$ cat config.mk
export PLATFORM = sky130hd
export DESIGN_NAME = reg_file_alu_flat
export DESIGN_NICKNAME = d
export VERILOG_FILES = /design/src/rtl/reg_file_alu_if.sv /design/src/rtl/reg_file_alu.sv /design/src/flat_wrapper.sv
export SDC_FILE = /design/constraint.sdc
export NUM_CORES = 1
export LEC_CHECK = 0
export ABC_AREA = 1
export CORE_ASPECT_RATIO = 0.9
export CORE_UTILIZATION = 66
export CTS_CLUSTER_SIZE = 10
export DETAILED_ROUTE_END_ITERATION = 8
export HOLD_SLACK_MARGIN = 0.05
export PLACE_DENSITY = 0.86
export SLEW_MARGIN = 20
export SYNTH_ARGS = -nofsm -noshare
export SYNTH_HDL_FRONTEND = slang
export SYNTH_SLANG_ARGS = --single-unit
export TNS_END_PERCENT = 10
$ cat constraint.sdc
create_clock -name CLK -period 16.1 [get_ports CLK]
set_input_delay 4.025 -clock CLK [delete_from_list [all_inputs] [get_ports CLK]]
set_output_delay 4.025 -clock CLK [all_outputs]
set_load 0.05 [all_outputs]
$ cat src/rtl/reg_file_alu_if.sv
// Bus between the CPU control path and the register-file/ALU datapath.
// master: drives read/write addresses, immediate, ALU op, write enable and operand select;
//         sees ALUResult, Zero and cpu_out.
// slave : the reg_file_alu datapath.
interface reg_file_alu_if #(
  parameter int DATA_W = 8,
  parameter int ADDR_W = 4
);
  logic [ADDR_W-1:0] RA1;
  logic [ADDR_W-1:0] RA2;
  logic [ADDR_W-1:0] WA;
  logic [DATA_W-1:0] immediate;
  logic [1:0]        ALUControl;
  logic              write_enable;
  logic              ALUSrc;
  logic [DATA_W-1:0] ALUResult;
  logic [DATA_W-1:0] cpu_out;
  logic              Zero;

  modport master (
    output RA1, RA2, WA, immediate, ALUControl, write_enable, ALUSrc,
    input  ALUResult, cpu_out, Zero
  );

  modport slave (
    input  RA1, RA2, WA, immediate, ALUControl, write_enable, ALUSrc,
    output ALUResult, cpu_out, Zero
  );
endinterface

$ cat src/rtl/reg_file_alu.sv
// Register file (2**ADDR_W x DATA_W, two async read ports, one sync write port)
// fused with a 2-bit-opcode ALU whose result is the write-back data:
//   R[WA] <= R[RA1] op (ALUSrc ? immediate : R[RA2])
// Ports:
//   CLK  - system clock, writes on rising edge
//   RST  - asynchronous active-high reset, clears every register
//   bus  - reg_file_alu_if slave: addresses, immediate, op, write enable,
//          operand select in; ALUResult, Zero, cpu_out (= highest register) out
module reg_file_alu #(
  parameter int DATA_W = 8,
  parameter int ADDR_W = 4
) (
  input  logic            CLK,
  input  logic            RST,
  reg_file_alu_if.slave   bus
);
  localparam int NREGS = 2 ** ADDR_W;
  localparam int OUT_REG = NREGS - 1;

  logic [DATA_W-1:0] regs [NREGS];
  logic [DATA_W-1:0] rd1;
  logic [DATA_W-1:0] rd2;
  logic [DATA_W-1:0] op_b;
  logic [DATA_W-1:0] alu_result;

  // No write bypass: readers see the old value until the edge commits.
  assign rd1  = regs[bus.RA1];
  assign rd2  = regs[bus.RA2];
  assign op_b = bus.ALUSrc ? bus.immediate : rd2;

  always_comb begin
    alu_result = '0;
    case (bus.ALUControl)
      2'b00:   alu_result = rd1 + op_b;
      2'b01:   alu_result = rd1 - op_b;
      2'b10:   alu_result = rd1 & op_b;
      default: alu_result = rd1 | op_b;
    endcase
  end

  always_ff @(posedge CLK or posedge RST) begin
    if (RST) begin
      for (int i = 0; i < NREGS; i++) begin
        regs[i] <= '0;
      end
    end else if (bus.write_enable) begin
      regs[bus.WA] <= alu_result;
    end
  end

  assign bus.ALUResult = alu_result;
  assign bus.Zero      = (alu_result == '0);
  assign bus.cpu_out   = regs[OUT_REG];
endmodule

$ cat src/flat_wrapper.sv
// flat-port wrapper written by rule: the top's interface ports become plain ports
module reg_file_alu_flat 
#(
  parameter int DATA_W = 8,
  parameter int ADDR_W = 4
)
  (CLK, RST, bus_RA1, bus_RA2, bus_WA, bus_immediate, bus_ALUControl, bus_write_enable, bus_ALUSrc, bus_ALUResult, bus_cpu_out, bus_Zero);
  reg_file_alu_if #(.DATA_W(DATA_W), .ADDR_W(ADDR_W)) bus_i ();
  input  logic CLK;
  input  logic RST;
  input wire logic [$bits(bus_i.RA1)-1:0] bus_RA1;
  input wire logic [$bits(bus_i.RA2)-1:0] bus_RA2;
  input wire logic [$bits(bus_i.WA)-1:0] bus_WA;
  input wire logic [$bits(bus_i.immediate)-1:0] bus_immediate;
  input wire logic [$bits(bus_i.ALUControl)-1:0] bus_ALUControl;
  input wire logic [$bits(bus_i.write_enable)-1:0] bus_write_enable;
  input wire logic [$bits(bus_i.ALUSrc)-1:0] bus_ALUSrc;
  output wire logic [$bits(bus_i.ALUResult)-1:0] bus_ALUResult;
  output wire logic [$bits(bus_i.cpu_out)-1:0] bus_cpu_out;
  output wire logic [$bits(bus_i.Zero)-1:0] bus_Zero;
  assign bus_i.RA1 = bus_RA1;
  assign bus_i.RA2 = bus_RA2;
  assign bus_i.WA = bus_WA;
  assign bus_i.immediate = bus_immediate;
  assign bus_i.ALUControl = bus_ALUControl;
  assign bus_i.write_enable = bus_write_enable;
  assign bus_i.ALUSrc = bus_ALUSrc;
  assign bus_ALUResult = bus_i.ALUResult;
  assign bus_cpu_out = bus_i.cpu_out;
  assign bus_Zero = bus_i.Zero;
  reg_file_alu #(.DATA_W(DATA_W), .ADDR_W(ADDR_W)) u_core (.CLK(CLK), .RST(RST), .bus(bus_i));
endmodule
After elaboration in Yosys (flattened, before gate mapping)
Cells that the tools add are included.
Widths: inputs -> output; s select.
{"block": "classes", "order_cmp": 4, "n_bitwise": 5, "muxes": 11, "eq_ne": 2, "add_sub_neg": 2, "reduce_logical": 3}
{"op": "$bwmux 128", "count": 1}
{"op": "$bmux 8 s4", "count": 2}
{"op": "$mux 8", "count": 6}
{"op": "$demux 8 s4", "count": 1}
{"op": "$pmux 8 s3", "count": 1}
{"op": "$ge 5x5->1 const B", "count": 3}
{"op": "$not 4->5", "count": 3}
{"op": "$add 8x8->8", "count": 1}
{"op": "$and 8x8->8", "count": 1}
{"op": "$logic_not 8->1", "count": 1}
{"op": "$or 8x8->8", "count": 1}
{"op": "$sub 8x8->8", "count": 1}
{"op": "$lt 5x1->1 const B", "count": 1}
{"op": "$eq 2x1->1 const B", "count": 1}
{"op": "$eq 2x2->1 const B", "count": 1}
{"op": "$logic_not 2->1", "count": 1}
{"op": "$logic_and 1x1->1", "count": 1}
{"block": "totals", "register_bits": 128, "output_inout_bits": 17, "in_bits": 26, "wordCells": 43}

Longest topological paths before layout
Gate-level depths: netlist of run 1.
{"block": "logic_depth", "ltp_word": 8, "ltp_mapped": 28, "mapped_depth_nobuf": 26}

Worst setup path before layout of run 1
No wires, ideal clock.
{"block": "synth_timing", "kind": "in2out", "startpoint": "input port bus_RA2[0]", "endpoint": "output port bus_Zero", "arrival_time_ps": 7139, "path_buffers": 3, "required_time_ps": 12075, "setup_slack_ps": 4936, "cell_stages": 25, "cell_sequence": "buf_6 > buf_6 > buf_6 > nand2_1 > nand3_1 > nand3_1 > nand2_1 > nand2_1 > nand2_2 > o21ai_4 > ha_1 > o21ai_0 > ha_1 > nand3_1 > nand2_1 > nand2_1 > inv_1 > or2_2 > a21oi_1 > nand2_1 > nand2_1 > o22ai_4 > nor2_1 > nand2_1 > a21oi_4"}
{"block": "synth_between", "elab_chain_len": 8, "elab_cells_between_ends": 11, "classes_between": "add/sub (2); mux (5); bitwise (3); reduce/logical (1)"}
{"element": "from (decl)", "line": "flat_wrapper.sv:12", "rtl": "input wire logic [$bits(bus_i.RA2)-1:0] bus_RA2;"}
{"element": "$not 4->5 (not written as such) (*)", "line": "reg_file_alu.sv:28", "rtl": "assign rd2 = regs[bus.RA2];"}
{"element": "$bmux 8 s4 (*)", "line": "reg_file_alu.sv:28"}
{"element": "$mux 8 (not written as such) (*) (2 in series)", "line": "reg_file_alu.sv:28"}
{"element": "$mux 8 (*)", "line": "reg_file_alu.sv:29", "rtl": "assign op_b = bus.ALUSrc ? bus.immediate : rd2;"}
{"element": "$sub 8x8->8 (tied with other cells)", "line": "reg_file_alu.sv:35", "rtl": "2'b01: alu_result = rd1 - op_b;"}
{"element": "$pmux 8 s3 (*)", "line": "reg_file_alu.sv:33", "rtl": "case (bus.ALUControl)"}
{"element": "$logic_not 8->1 (*)", "line": "reg_file_alu.sv:52", "rtl": "assign bus.Zero = (alu_result == '0);"}
{"element": "to (decl)", "line": "flat_wrapper.sv:20", "rtl": "output wire logic [$bits(bus_i.Zero)-1:0] bus_Zero;"}
Every way passes the cells marked *; elsewhere a longest branch is shown, timed or not. The select of a mux whose other input is x is not followed.

Worst setup path in the final report of run 1
Ends and elaborated chain as after synthesis.

==> qor.csv, run 1 <==
stage;metric;value;unit
sta;Slew @ Worst Pin;1130;ps
synth;asr flop ratio synth;100;%
clocking;CTS resizes;0;
die;die area;13100;um2
clocking;Clk Latency, worst-skew pair;440;ps
global_routing;GR Util met2;60.0;%
power_and_ir_drop;Sequential Power Share;37.5;%
synth;synth top area cells;dfrtp_1, nand2_1, nand3_1, o21ai_0, nor2_1;
sta;clk_skew;9.31;ps
sta;Final Setup Violations;0;
placement;final RePlAce weighted congestion;0.969;
sta;Max-slew headroom;24.7;%
synth;EDFF count, synth;0;
synth;Mapped Cells;1215;
power_and_ir_drop;cell internal pwr;0.831;mW
setup_path;Setup crit start kind;input pin;
clocking;clk slew on worst S/H paths;60;ps
synth;Syn Nets;1252;
power_and_ir_drop;power per cell area;145;nW/um2
global_routing;GR Overflow Total;0;
clocking;hold buffers post-CTS;0;
routing;initial DRC count;1325;
layout;Area growth, synth to finish;9.72;%
synth;area leader, netlist;dfrtp_1;
synth;post-synthesis sequential area ratio;38.4;%
setup_path;CP Capture Point;bus_Zero;
setup_path;Crit Path Max Fanout;65;
synth;cell with the most instances after synthesis;nand2_1;
synth;top_reg_cell synth;dfrtp_1;
synth;Unique masters post-synth;38;
synth;FF+latch count, synth;128;
global_routing;initial antenna violation count;0;
layout;filler cell count;996;
worst_hold_path;Hold Crit Class;reg -> reg;
sta;Slew Viols, Final;0;
routing;Total Wirelength;24700;um
power_and_ir_drop;part of the power in the clock network;32.5;%
sta;Max Fclk;0.0747;GHz
sta;final setup margin;2720;ps
sta;final hold slack;507;ps
synth;Synth top area share;38.4;%
routing;DRC violations left;0;
synth;Avg Synthesized Cell Area;6.87;um2
clocking;Post-CTS Setup Inserts;0;
sta;Final Hold Violating Endpoints;0;
setup_path;worst r2r src;u_core.regs[49];
global_routing;largest net degree at the start of global routing;87;
global_routing;global routing's busiest layer;met2;
sta;fin crit period;13380;ps
die;Initial Util;68.6;%
synth;yosys warns;0;
sta;Setup TNS Final;0;ps
setup_path;CP endpoint kind;primary output;
setup_path;worst r2r path cells;20;
routing;Wirelength per Cell;18.0;um
setup_path;R2R Setup Slk;12460;ps
setup_path;Worst Path Arrival;9360;ps
global_routing;met3 Track Usage GR;10.6;%
run;max_cap viols;0;
power_and_ir_drop;Switching Share;37.2;%
die;placement row count;38;
routing;first-pass detailed-route iteration total;6;
routing;antenna-violating nets left;0;
layout;Post-Layout Cell Count;1377;
setup_path;Worst Setup SP;bus_RA2[0];
clocking;CTS Buf Count;17;
clocking;clk sink count;128;
clocking;CTS tree;yes;
power_and_ir_drop;logic gate share of total power;30.0;%
layout;layout cell share with drive strength beyond 1;7.23;%
die;die width;121;um
outcome;outcome;finished, final reports clean;
global_routing;met1 Use GR;54.3;%
routing;DR vias;8484;
sta;fin crit share;83.1;%
layout;Final Core Density;75.3;%
placement;Port Buffers;42;
sta;RSZ-0062 raised after global routing;no;
clocking;CTS Buffer Depth;2;
placement;dpl ws;2900;ps
power_and_ir_drop;Static Leakage;4.40;nW
die;I/O pins;43;
synth;Post-synth top cells;nand2_1, nand3_1, o21ai_0;
global_routing;first-pass GRT wire length;39800;um
global_routing;vias in the first global route;7800;
layout;fin nets;1243;
global_routing;GRT Total Usage;40.0;%
clocking;Root Buffer;clkbuf_16;
routing;Vias per Instance;6.16;
power_and_ir_drop;worst vdd ir;0.120;mV
die;Core Footprint;12200;um2
layout;diode count;0;
synth;Synth Cell Area;8350;um2
setup_path;FF-to-FF End;u_core.regs[21];
die;die height;109;um
placement;DP HPWL;15300;um
power_and_ir_drop;NetSw;0.493;mW
clocking;htree depth;4;
placement;placed insts;1347;
setup_path;CP Class;in -> out;
setup_path;CP required;12070;ps
-- per-layer routing --
metal | share of wire [%] | wire [um]
met1 | 41 | 10000
met2 | 44 | 10800
met3 | 12 | 2990
met4 | 3.5 | 863
met5 | 0 | 0
-- final cells by class --
class	count	area [um2]	share of cell area (%)
multi-input cells	923	4300	46.9
clock buffers	18	439	4.79
clock inverters	12	210	2.29
inverters	83	314	3.43
flip-flops and latches	128	3200	35.0
well taps	160	200	2.18
repair buffers	53	497	5.42
-- stage by stage --
| stage | instance area, um2 | total power, mW |
|---|---|---|
| floorplan | 8350 | 0.780 |
| global placement | 8510 | 0.869 |
| detailed placement | 8510 | 0.881 |
| CTS | 9160 | 1.31 |
| global route | 9160 | 1.39 |
| finish | 9160 | 1.32 |
-- power by group through the flow --
stage,registers (mW),clock network (mW),logic (mW)
finish,0.497,0.430,0.397
global route,0.505,0.445,0.443
CTS,0.492,0.430,0.392
detailed placement,0.495,0,0.386
global placement,0.495,0,0.374
floorplan,0.471,0,0.309
-- sequential cells by signal, indices dropped and copies added (netlist names) --
| name | count |
|---|---|
| u_core.regs | 120 |
| u_core.bus.cpu_out | 8 |
-- placed cells by master, fill, tap and decap left out, drive strengths merged --
master	synthesis	routed
nor2	88	88
o221ai	2	2
xor2	3	3
clkinv	1	6
or2	5	5
inv	82	83
nand4	1	1
dfrtp	128	128
bufinv	0	5
a21oi	33	33
clkinvlp	0	1
nand2	432	432
a221oi	1	1
xnor2	2	2
o22ai	2	2
buf	69	13
o211ai	17	17
fa	1	1
nor3	1	1
ha	10	10
nand3	156	156
a31oi	1	1
o21ai	168	168
clkbuf	12	18
clkdlybuf4s50	0	40
-- worst max-delay path, cell delays in order --
cell and delay (ps):
buf_2 100, buf_4 320, inv_2 900, nand2_1 100, nand3_1 120, nand3_1 100
nand2_1 110, nand2_1 60, nand3_1 100, nand2_1 120, ha_1 300, o21ai_0 320
ha_1 300, nand3_1 80, nand2_1 80, nand2_1 60, inv_1 50, or2_2 270
a21oi_1 180, nor2_1 100, o22ai_4 500, nor2_1 100, nand2_1 130, a21oi_4 40
clkdlybuf4s50_1 710
-- cells by family (layout without fill, tap and decap cells) --
logic type | Yosys count | count (layout) | synth area share, %
AOI/OAI and AO/OA | 224 | 224 | 14.9
xor gates and xnor gates | 5 | 5 | 0.525
adders and majority gates | 11 | 11 | 1.74
buffers and inverters | 164 | 166 | 10.2
DFF | 128 | 128 | 38.4
and+or+nand+nor | 683 | 683 | 34.3
-- how the worst min path moves through the flow --
| stage | start | to | slack [ps] | cells after the start |
|---|---|---|---|---|
| finish | u_core.regs[48] | u_core.regs[48] | 510 | 2 |
| global placement | u_core.regs[35] | u_core.regs[35] | 490 | 2 |
| detailed placement | u_core.regs[69] | u_core.regs[69] | 480 | 2 |
| global route | u_core.regs[58] | u_core.regs[58] | 520 | 2 |
| floorplan | u_core.regs[69] | u_core.regs[69] | 470 | 2 |
| CTS | u_core.regs[35] | u_core.regs[35] | 500 | 2 |
(Power assumes the default switching activity.)
==> run 2: changes to the inputs <==
--- a/config.mk
+++ b/config.mk
@@ -7,11 +7,11 @@
 export LEC_CHECK = 0
 export ABC_AREA = 1
 export CORE_ASPECT_RATIO = 0.9
-export CORE_UTILIZATION = 66
+export CORE_UTILIZATION = 61
 export CTS_CLUSTER_SIZE = 10
 export DETAILED_ROUTE_END_ITERATION = 8
 export HOLD_SLACK_MARGIN = 0.05
-export PLACE_DENSITY = 0.86
+export PLACE_DENSITY = 0.81
 export SLEW_MARGIN = 20
 export SYNTH_ARGS = -nofsm -noshare
 export SYNTH_HDL_FRONTEND = slang
==> constraint.sdc (replaced) <==
create_clock -name CLK -period 12.83 [get_ports CLK]
set_input_delay 3.2075 -clock CLK [delete_from_list [all_inputs] [get_ports CLK]]
set_output_delay 3.2075 -clock CLK [all_outputs]
set_load 0.05 [all_outputs]
==> qor.csv, run 2 (synthesized netlist as in run 1, its figures left out) <==
stage;metric;value;unit;change
outcome;outcome;finished, violations left;;was finished, final reports clean
outcome;failing checks;design-rule violations;;
clocking;Clk Latency, worst-skew pair;430;ps;was 440 ps
sta;clk_skew;8.89;ps;was 9.31 ps
clocking;CTS tree;yes;;unchanged
setup_path;Top cell by count, worst path;nand2_1;;unchanged
setup_path;Crit Path Max Fanout;18;;was 65
setup_path;CP Class;in -> out;;unchanged
layout;max FFs per register;120;;unchanged
die;Initial Util;62.5;%;was 68.6%
setup_path;Setup crit start kind;input pin;;unchanged
global_routing;global routing's busiest layer;met2;;unchanged
placement;placed insts;1357;;was 1,347
setup_path;Worst Path Arrival;8120;ps;was 9360 ps
layout;diode count;0;;unchanged
routing;initial DRC count;1483;;was 1,325
routing;Wirelength per Cell;17.3;um;was 18.0 um
die;I/O pins;43;;unchanged
setup_path;delay-heaviest family, CP;buffers and inverters;;unchanged
run;max_cap viols;0;;unchanged
power_and_ir_drop;Static Leakage;4.41;nW;was 4.40 nW
sta;Final Hold Violating Endpoints;0;;unchanged
global_routing;GR Util met2;53.3;%;was 60.0%
setup_path;slowest CP cell;clkdlybuf4s50_1;;was inv_2
sta;Setup TNS Final;0;ps;unchanged
clocking;CTS Buffer Depth;2;;unchanged
sta;Slew @ Worst Pin;1050;ps;was 1130 ps
global_routing;met3 Track Usage GR;8.56;%;was 10.6%
clocking;Root Buffer;clkbuf_16;;unchanged
layout;Most flops, register;u_core.regs;;unchanged
setup_path;CP required;9620;ps;was 12,070 ps
setup_path;cells along the critical path;clkdlybuf4s50_1 -> buf_4 -> inv_1 -> nand3_1 -> nand2_1 -> nand2_1 -> nand3_1 -> nand2_1 -> ha_1 -> nor2_1 -> xor2_1 -> ha_1 -> a21oi_1 -> nand2_1 -> nand2_1 -> inv_1 -> or2_2 -> a21oi_1 -> nor2_1 -> o22ai_4 -> nor2_1 -> nand2_1 -> a21oi_4 -> clkdlybuf4s50_1;;
global_routing;met1 Use GR;50.5;%;was 54.3%
sta;final hold slack;511;ps;was 507 ps
sta;final setup margin;1500;ps;was 2720 ps
layout;layout cell share with drive strength beyond 1;7.53;%;was 7.23%
setup_path;Buf+Inv Stages, Crit Path;5;;unchanged
sta;fin crit period;11330;ps;
sta;Max-slew headroom;30.1;%;was 24.7%
layout;fin nets;1245;;was 1,243
placement;final RePlAce weighted congestion;0.932;;was 0.969
global_routing;GRT Total Usage;35.9;%;was 40.0%
routing;antenna-violating nets left;0;;unchanged
sta;Slew Viols, Final;0;;unchanged
sta;RSZ-0062 raised after global routing;no;;unchanged
routing;DRC violations left;4;;was 0
clocking;hold buffers post-CTS;0;;unchanged
placement;Port Buffers;42;;unchanged
die;Core Footprint;13400;um2;was 12,200 um2
clocking;clk slew on worst S/H paths;60;ps;about the same
global_routing;largest net degree at the start of global routing;81;;was 87
global_routing;GR Overflow Total;0;;unchanged
sta;Final Setup Violations;0;;unchanged
power_and_ir_drop;power per cell area;180;nW/um2;was 145 nW/um2
placement;dpl ws;1560;ps;was 2900 ps
die;die height;113;um;was 109 um
clocking;Post-CTS Setup Inserts;0;;unchanged
layout;commonest non-fill, non-tap cells in the layout;nand2_1, nand3_1, o21ai_0, dfrtp_1, nor2_1;;unchanged
routing;Total Wirelength;24100;um;was 24,700 um
die;die area;14200;um2;was 13,100 um2
die;placement row count;40;;was 38
global_routing;initial antenna violation count;0;;unchanged
sta;fin crit share;88.3;%;
power_and_ir_drop;worst vdd ir;0.138;mV;was 0.120 mV
clocking;CTS resizes;0;;unchanged
layout;Post-Layout Cell Count;1389;;was 1,377
setup_path;crit-path max cell delay;710;ps;was 900 ps
global_routing;first-pass GRT wire length;39400;um;was 39,800 um
setup_path;CP endpoint kind;primary output;;unchanged
die;die width;125;um;was 121 um
clocking;htree depth;4;;unchanged
placement;DP HPWL;15400;um;was 15,300 um
layout;commonest non-fill, non-tap cell in the layout;nand2_1;;unchanged
global_routing;vias in the first global route;7593;;was 7,800
worst_hold_path;Hold Crit Class;reg -> reg;;unchanged
layout;Area growth, synth to finish;9.99;%;was 9.72%
clocking;CTS Buf Count;17;;unchanged
routing;Vias per Instance;6.02;;was 6.16
sta;Max Fclk;0.0883;GHz;
routing;DR vias;8355;;was 8,484
routing;first-pass detailed-route iteration total;9;;was 6
clocking;clk sink count;128;;unchanged
[run 2: path summary, 6_finish.rpt]
path                                  startpoint  cells after the start               endpoint  slack (ps)
worst max-delay path                  bus_RA2[2]                     24               bus_Zero        1500
max in group asynchronous                    RST                      3  u_core.bus.cpu_out[0]        8470
worst min register to register   u_core.regs[72]                      2        u_core.regs[72]         510
min in group asynchronous                    RST                      2        u_core.regs[82]        3220
worst min-delay path             u_core.regs[72]                      2        u_core.regs[72]         510
worst max register to register  u_core.regs[113]                     21       u_core.regs[117]        9160
[run 2: routing by layer]
| layer | wire length, um | vias up |
|---|---|---|
| met5 | 0 | - |
| met4 | 612 | 0 |
| met3 | 2560 | 61 |
| met2 | 10300 | 484 |
| met1 | 10600 | 3884 |
| li1 | - | 3926 |
[run 2: report_power, final]
group | internal, mW | leakage, nW | total [mW] | switching (mW)
Combinational | 0.174 | 2.46 | 0.498 | 0.324
Clock | 0.342 | 0.313 | 0.531 | 0.190
Sequential | 0.521 | 1.64 | 0.625 | 0.104
[run 2: worst min-delay path, stage by stage (launching register included)]
cell and delay (ps):
dfrtp_1 360, nand2_1 50, o21ai_0 60
[run 2: layout make-up]
cell class	count	area [um2]
sequential	128	3200
clock buffer	20	467
timing repair buffer	55	512
fill	1121	4180
multi-input combinational	923	4300
inverter	83	314
clock inverter	12	180
tap	168	210
[run 2: through the flow]
step	utilization, %	area, um2	power (mW)
CTS	68.7	9180	1.64
global placement	63.9	8530	1.09
detailed placement	63.9	8530	1.11
finish	68.7	9190	1.65
global route	68.7	9190	1.75
floorplan	-	8350	0.979
==> run 3: changes to the inputs <==
--- a/config.mk
+++ b/config.mk
@@ -16,4 +16,3 @@
 export SYNTH_ARGS = -nofsm -noshare
 export SYNTH_HDL_FRONTEND = slang
 export SYNTH_SLANG_ARGS = --single-unit
-export TNS_END_PERCENT = 10
==> results of run 3 <==
Final layout, timing and power as in run 2 (identical DEF).
==> edit 1 (config.mk and constraints of run 2) <==
`DATA_W` is set to 8 in 3 places; all go to 12.
--- a/src/rtl/reg_file_alu_if.sv
+++ b/src/rtl/reg_file_alu_if.sv
@@ -3,7 +3,7 @@
 //         sees ALUResult, Zero and cpu_out.
 // slave : the reg_file_alu datapath.
 interface reg_file_alu_if #(
-  parameter int DATA_W = 8,
+  parameter int DATA_W = 12,
   parameter int ADDR_W = 4
 );
   logic [ADDR_W-1:0] RA1;
--- a/src/rtl/reg_file_alu.sv
+++ b/src/rtl/reg_file_alu.sv
@@ -7,7 +7,7 @@
 //   bus  - reg_file_alu_if slave: addresses, immediate, op, write enable,
 //          operand select in; ALUResult, Zero, cpu_out (= highest register) out
 module reg_file_alu #(
-  parameter int DATA_W = 8,
+  parameter int DATA_W = 12,
   parameter int ADDR_W = 4
 ) (
   input  logic            CLK,
--- a/src/flat_wrapper.sv
+++ b/src/flat_wrapper.sv
@@ -1,7 +1,7 @@
 // flat-port wrapper written by rule: the top's interface ports become plain ports
 module reg_file_alu_flat 
 #(
-  parameter int DATA_W = 8,
+  parameter int DATA_W = 12,
   parameter int ADDR_W = 4
 )
   (CLK, RST, bus_RA1, bus_RA2, bus_WA, bus_immediate, bus_ALUControl, bus_write_enable, bus_ALUSrc, bus_ALUResult, bus_cpu_out, bus_Zero);
Interface: changed (resized bus_ALUResult, bus_cpu_out and bus_immediate); port bits go from 43 to 55. No check against the original RTL was run, so the function may have changed too.
==> edit 1 against run 2 <==
Final area grew 42%; sequential cell count grew 64; final cell count grew 45%; total power grew 32%; setup slack lost 300 ps; routed wire length grew 75%; die area grew 44%; area after synthesis grew 45%; utilization shrank 1.0 points; critical path type unchanged; largest power group unchanged; highest routed layer is now met5.
==> edit 1: results (changes against run 2) <==
Critical path
  – R2R Setup Slk: 8500 ps (-660 ps)
  – Largest stage delay on the critical path: 940 ps (+230 ps)
  – Worst Path Arrival: 8420 ps (+300 ps)

Drt
  – Wirelength, routed: 42,100 µm (+75%)
  – Drt first-iter violations: 1,820 (+23%)
  – DRT Pass-1 Iters: 8 (-1)
  – Via/cell ratio: 6.32 (+5.0%)
  – Drt drc: 0 (-4)
  – Wire per inst: 20.9 µm (+20%)

Yosys
  – Post-synthesis net count: 1,819 (+45%)
  – Synth cell types: 37 (-2.6%)
  – Sequential share of the synthesized area: 39.8% (+1.4 points)
  – Most area-consuming cells after synthesis: dfrtp_1 (40%), nand2_1 (19%), o21ai_0 (11%), nand3_1 (9.0%), inv_1 (3.5%)
  – Post-synth top cells: nand2_1 (599), o21ai_0 (263), nand3_1 (218), dfrtp_1 (192), inv_1 (113)
  – Mean post-synth cell area: 6.81 µm² (-0.93%)

Pwr
  – Peak VDD IR: 0.000106 V (-23%)
  – Static Leak: 6.21 nW (+41%)

STA
  – Final hold viol count: 0 (unchanged)
  – Hold WS: 509 ps (-1.96 ps)
  – Worst Tran Pin Value: 991 ps (-55.7 ps)
  – Skew final: 10.6 ps (+1.69 ps)

Clock network
  – Worst-path clk slew: 70 ps
  – Setup bufs post-CTS: 0 (unchanged)
  – Clk_lat worst skew: 450 ps (+20 ps)
  – Clock Tree Root: clkbuf_16

Global routing
  – Met1 GRT Util: 59.4% (+8.9 points)
  – Initial antenna violation count: 1 (+1)
  – Largest net degree at the start of global routing: 131 (+62%)
  – Number of global-route vias before repair: 11,700 (+54%)
  – Met3 usage: 11.6% (+3.0 points)
  – GR Util met2: 60.1% (+6.8 points)
  – Total track usage: 43.1% (+7.2 points)
  – First-pass GRT wire length: 65,700 µm (+67%)

Cells and area
  – Share of layout cells above drive strength 1: 5.27% (-2.3 points)
  – Number of flip-flops in the largest register: 180 (+50%)
  – Largest Register: u_core.regs

Placement
  – Post-Place Cells: 1,984 (+46%)
  – RePlAce Congestion: 0.969 (+4.0%)
  – PortBufs: 54 (+29%)
  – DP HPWL: 26,900 µm (+75%)

Status
  – Outcome: finished clean
## edit 1: layer usage
metal / share of wire, % / vias up
li1: - / 5752
met1: 39 / 5846
met2: 41 / 930
met3: 14 / 208
met4: 6.5 / 2
met5: 0.019 / -
## edit 1: cells by family after synthesis
family                   after synthesis  share of synthesized area (%)
buffers and inverters                248                           9.31
flip-flops                           192                           39.8
XOR/XNOR                               9                          0.653
adder cells (fa/ha/maj)               16                           1.72
AO/OA/AOI/OAI                        376                           16.7
AND/OR/NAND/NOR                      932                           31.8
## edit 1: tightest hold or removal path: stages, from the launching register on
cell     delay [ps]
dfrtp_1         360
nand2_1          50
o21ai_0          60
## edit 1: final cells by class
type | instances | area, µm²
multi-input cells | 1333 | 6140
clock inverters | 12 | 100
clock buffers | 20 | 447
well taps | 250 | 313
inverters | 123 | 472
fillers | 1675 | 6220
repair buffers | 86 | 773
flip-flops and latches | 192 | 4800
## edit 1: worst paths after layout
check,start,end,cells after the start
setup / recovery,bus_RA2[3],bus_ALUResult[9],22
hold / removal,u_core.regs[104],u_core.regs[104],2
setup reg to reg,u_core.bus.cpu_out[0],u_core.regs[104],24
hold reg to reg,u_core.regs[104],u_core.regs[104],2
max in group asynchronous,RST,u_core.regs[170],3
min in group asynchronous,RST,u_core.regs[54],2
## edit 1: per-stage QoR
step | power, mW | setup WS, ps | instance area [µm²]
detailed placement | 1.65 | 1400 | 12500
finish | 2.18 | 1200 | 13100
floorplan | 1.43 | 2370 | 12100
global route | 2.31 | 863 | 13100
CTS | 2.16 | 1390 | 13100
global placement | 1.63 | 1380 | 12500
## edit 1: power by group
part           internal [mW]  switching (mW)
clock network          0.258           0.254
registers              0.780           0.144
logic                  0.247           0.499
==> edit 2 (config.mk and constraints of run 2) <==
Without the edit above. Remove the case item `2'b01` of the case on `bus.ALUControl`.
--- a/src/rtl/reg_file_alu.sv
+++ b/src/rtl/reg_file_alu.sv
@@ -32,7 +32,6 @@
     alu_result = '0;
     case (bus.ALUControl)
       2'b00:   alu_result = rd1 + op_b;
-      2'b01:   alu_result = rd1 - op_b;
       2'b10:   alu_result = rd1 & op_b;
       default: alu_result = rd1 | op_b;
     endcase
Function: changed (Yosys sat finds a counterexample within 4 cycles, from zero or initial values and one cycle with RST high).
==> edit 2 against run 2 <==
Area after synthesis decreased by 3.0%; routed wire length is 2.8% higher; worst hold slack better by 1.8 ps; sequential share of layout area is 0.24 points higher; final area is 0.69% lower; setup slack better by 23 ps; fmax is 0.20% higher; non-clock buffer count is 5 higher; sequential cell count is the same; count of clock-buffer cells in the layout unchanged; critical endpoint unchanged; total power fell by 5.0%; critical path type unchanged; clock power about the same; global-route usage increased by 2.6 points.
==> edit 2: results (changes against run 2) <==
Pwr
  – Gate power share: 28.3% (-1.8 points)
  – Static Leak: 4.41 nW (about the same)

STA
  – Worst Tran Pin Value: 1110 ps (+63.8 ps)
  – Hold WS: 513 ps (+1.80 ps)
  – Final min period: 11,310 ps (-22.7 ps)
  – Skew final: 7.27 ps (-1.63 ps)

Hold path
  – Hold EP: u_core.regs[58]
  – Hold Crit Start: u_core.regs[58]

Drt
  – Drt first-iter violations: 1,124 (-24%)
  – Wire per inst: 18.3 µm (+5.5%)
  – Total length of routed met2 wires: 10,900 µm (+5.0%)
  – DRT Pass-1 Iters: 6 (-3)

Critical path
  – R2r endpoint: u_core.bus.cpu_out[7]
  – Reg-to-reg startpoint: u_core.regs[92]

Global routing
  – First-pass GRT wire length: 39,600 µm (+0.38%)
  – GR Util met2: 55.6% (+2.2 points)
  – Total track usage: 38.5% (+2.6 points)

Cells and area
  – # fillers: 1,098 (-2.1%)
  – Number of nets in the layout: 1,221 (-1.9%)
  – Share of layout cells above drive strength 1: 6.89% (-0.64 points)

Yosys
  – Synth cell types: 28 (-26%)
  – Post-synth top cells: nand2_1 (344), nand3_1 (161), inv_1 (129), dfrtp_1 (128), o21ai_0 (104)

Placement
  – Dpl ws: 1600 ps (+31.0 ps)
  – RePlAce Congestion: 0.914 (-1.9%)

Status
  – Outcome: finished clean
-- edit 2: cell families after synthesis --
logic type	after synthesis	synth area share, %
buf+inv	215	11.0
compound gates	224	15.1
mux	13	1.76
flops	128	39.6
fa+ha+maj	17	2.72
simple gates	583	29.9
-- edit 2: metrics by stage --
| step | instance area (µm²) | cells | total power [mW] |
|---|---|---|---|
| 3_5_place_dp | 8470 | 1323 | 1.03 |
| 5_1_grt | 9120 | 1354 | 1.66 |
| 4_1_cts | 9110 | 1354 | 1.56 |
| 2_1_floorplan | 8100 | 1180 | 0.908 |
| 3_3_place_gp | 8460 | 1323 | 1.02 |
| 6_report | 9120 | 1354 | 1.57 |
-- edit 2: layout make-up --
cell class | count | share of cell area (%)
multi-input cells | 837 | 44.1
repair buffers | 60 | 5.95
inverters | 134 | 5.54
clock buffers | 20 | 5.01
flip-flops and latches | 128 | 35.1
clock inverters | 11 | 2.04
well taps | 164 | 2.25
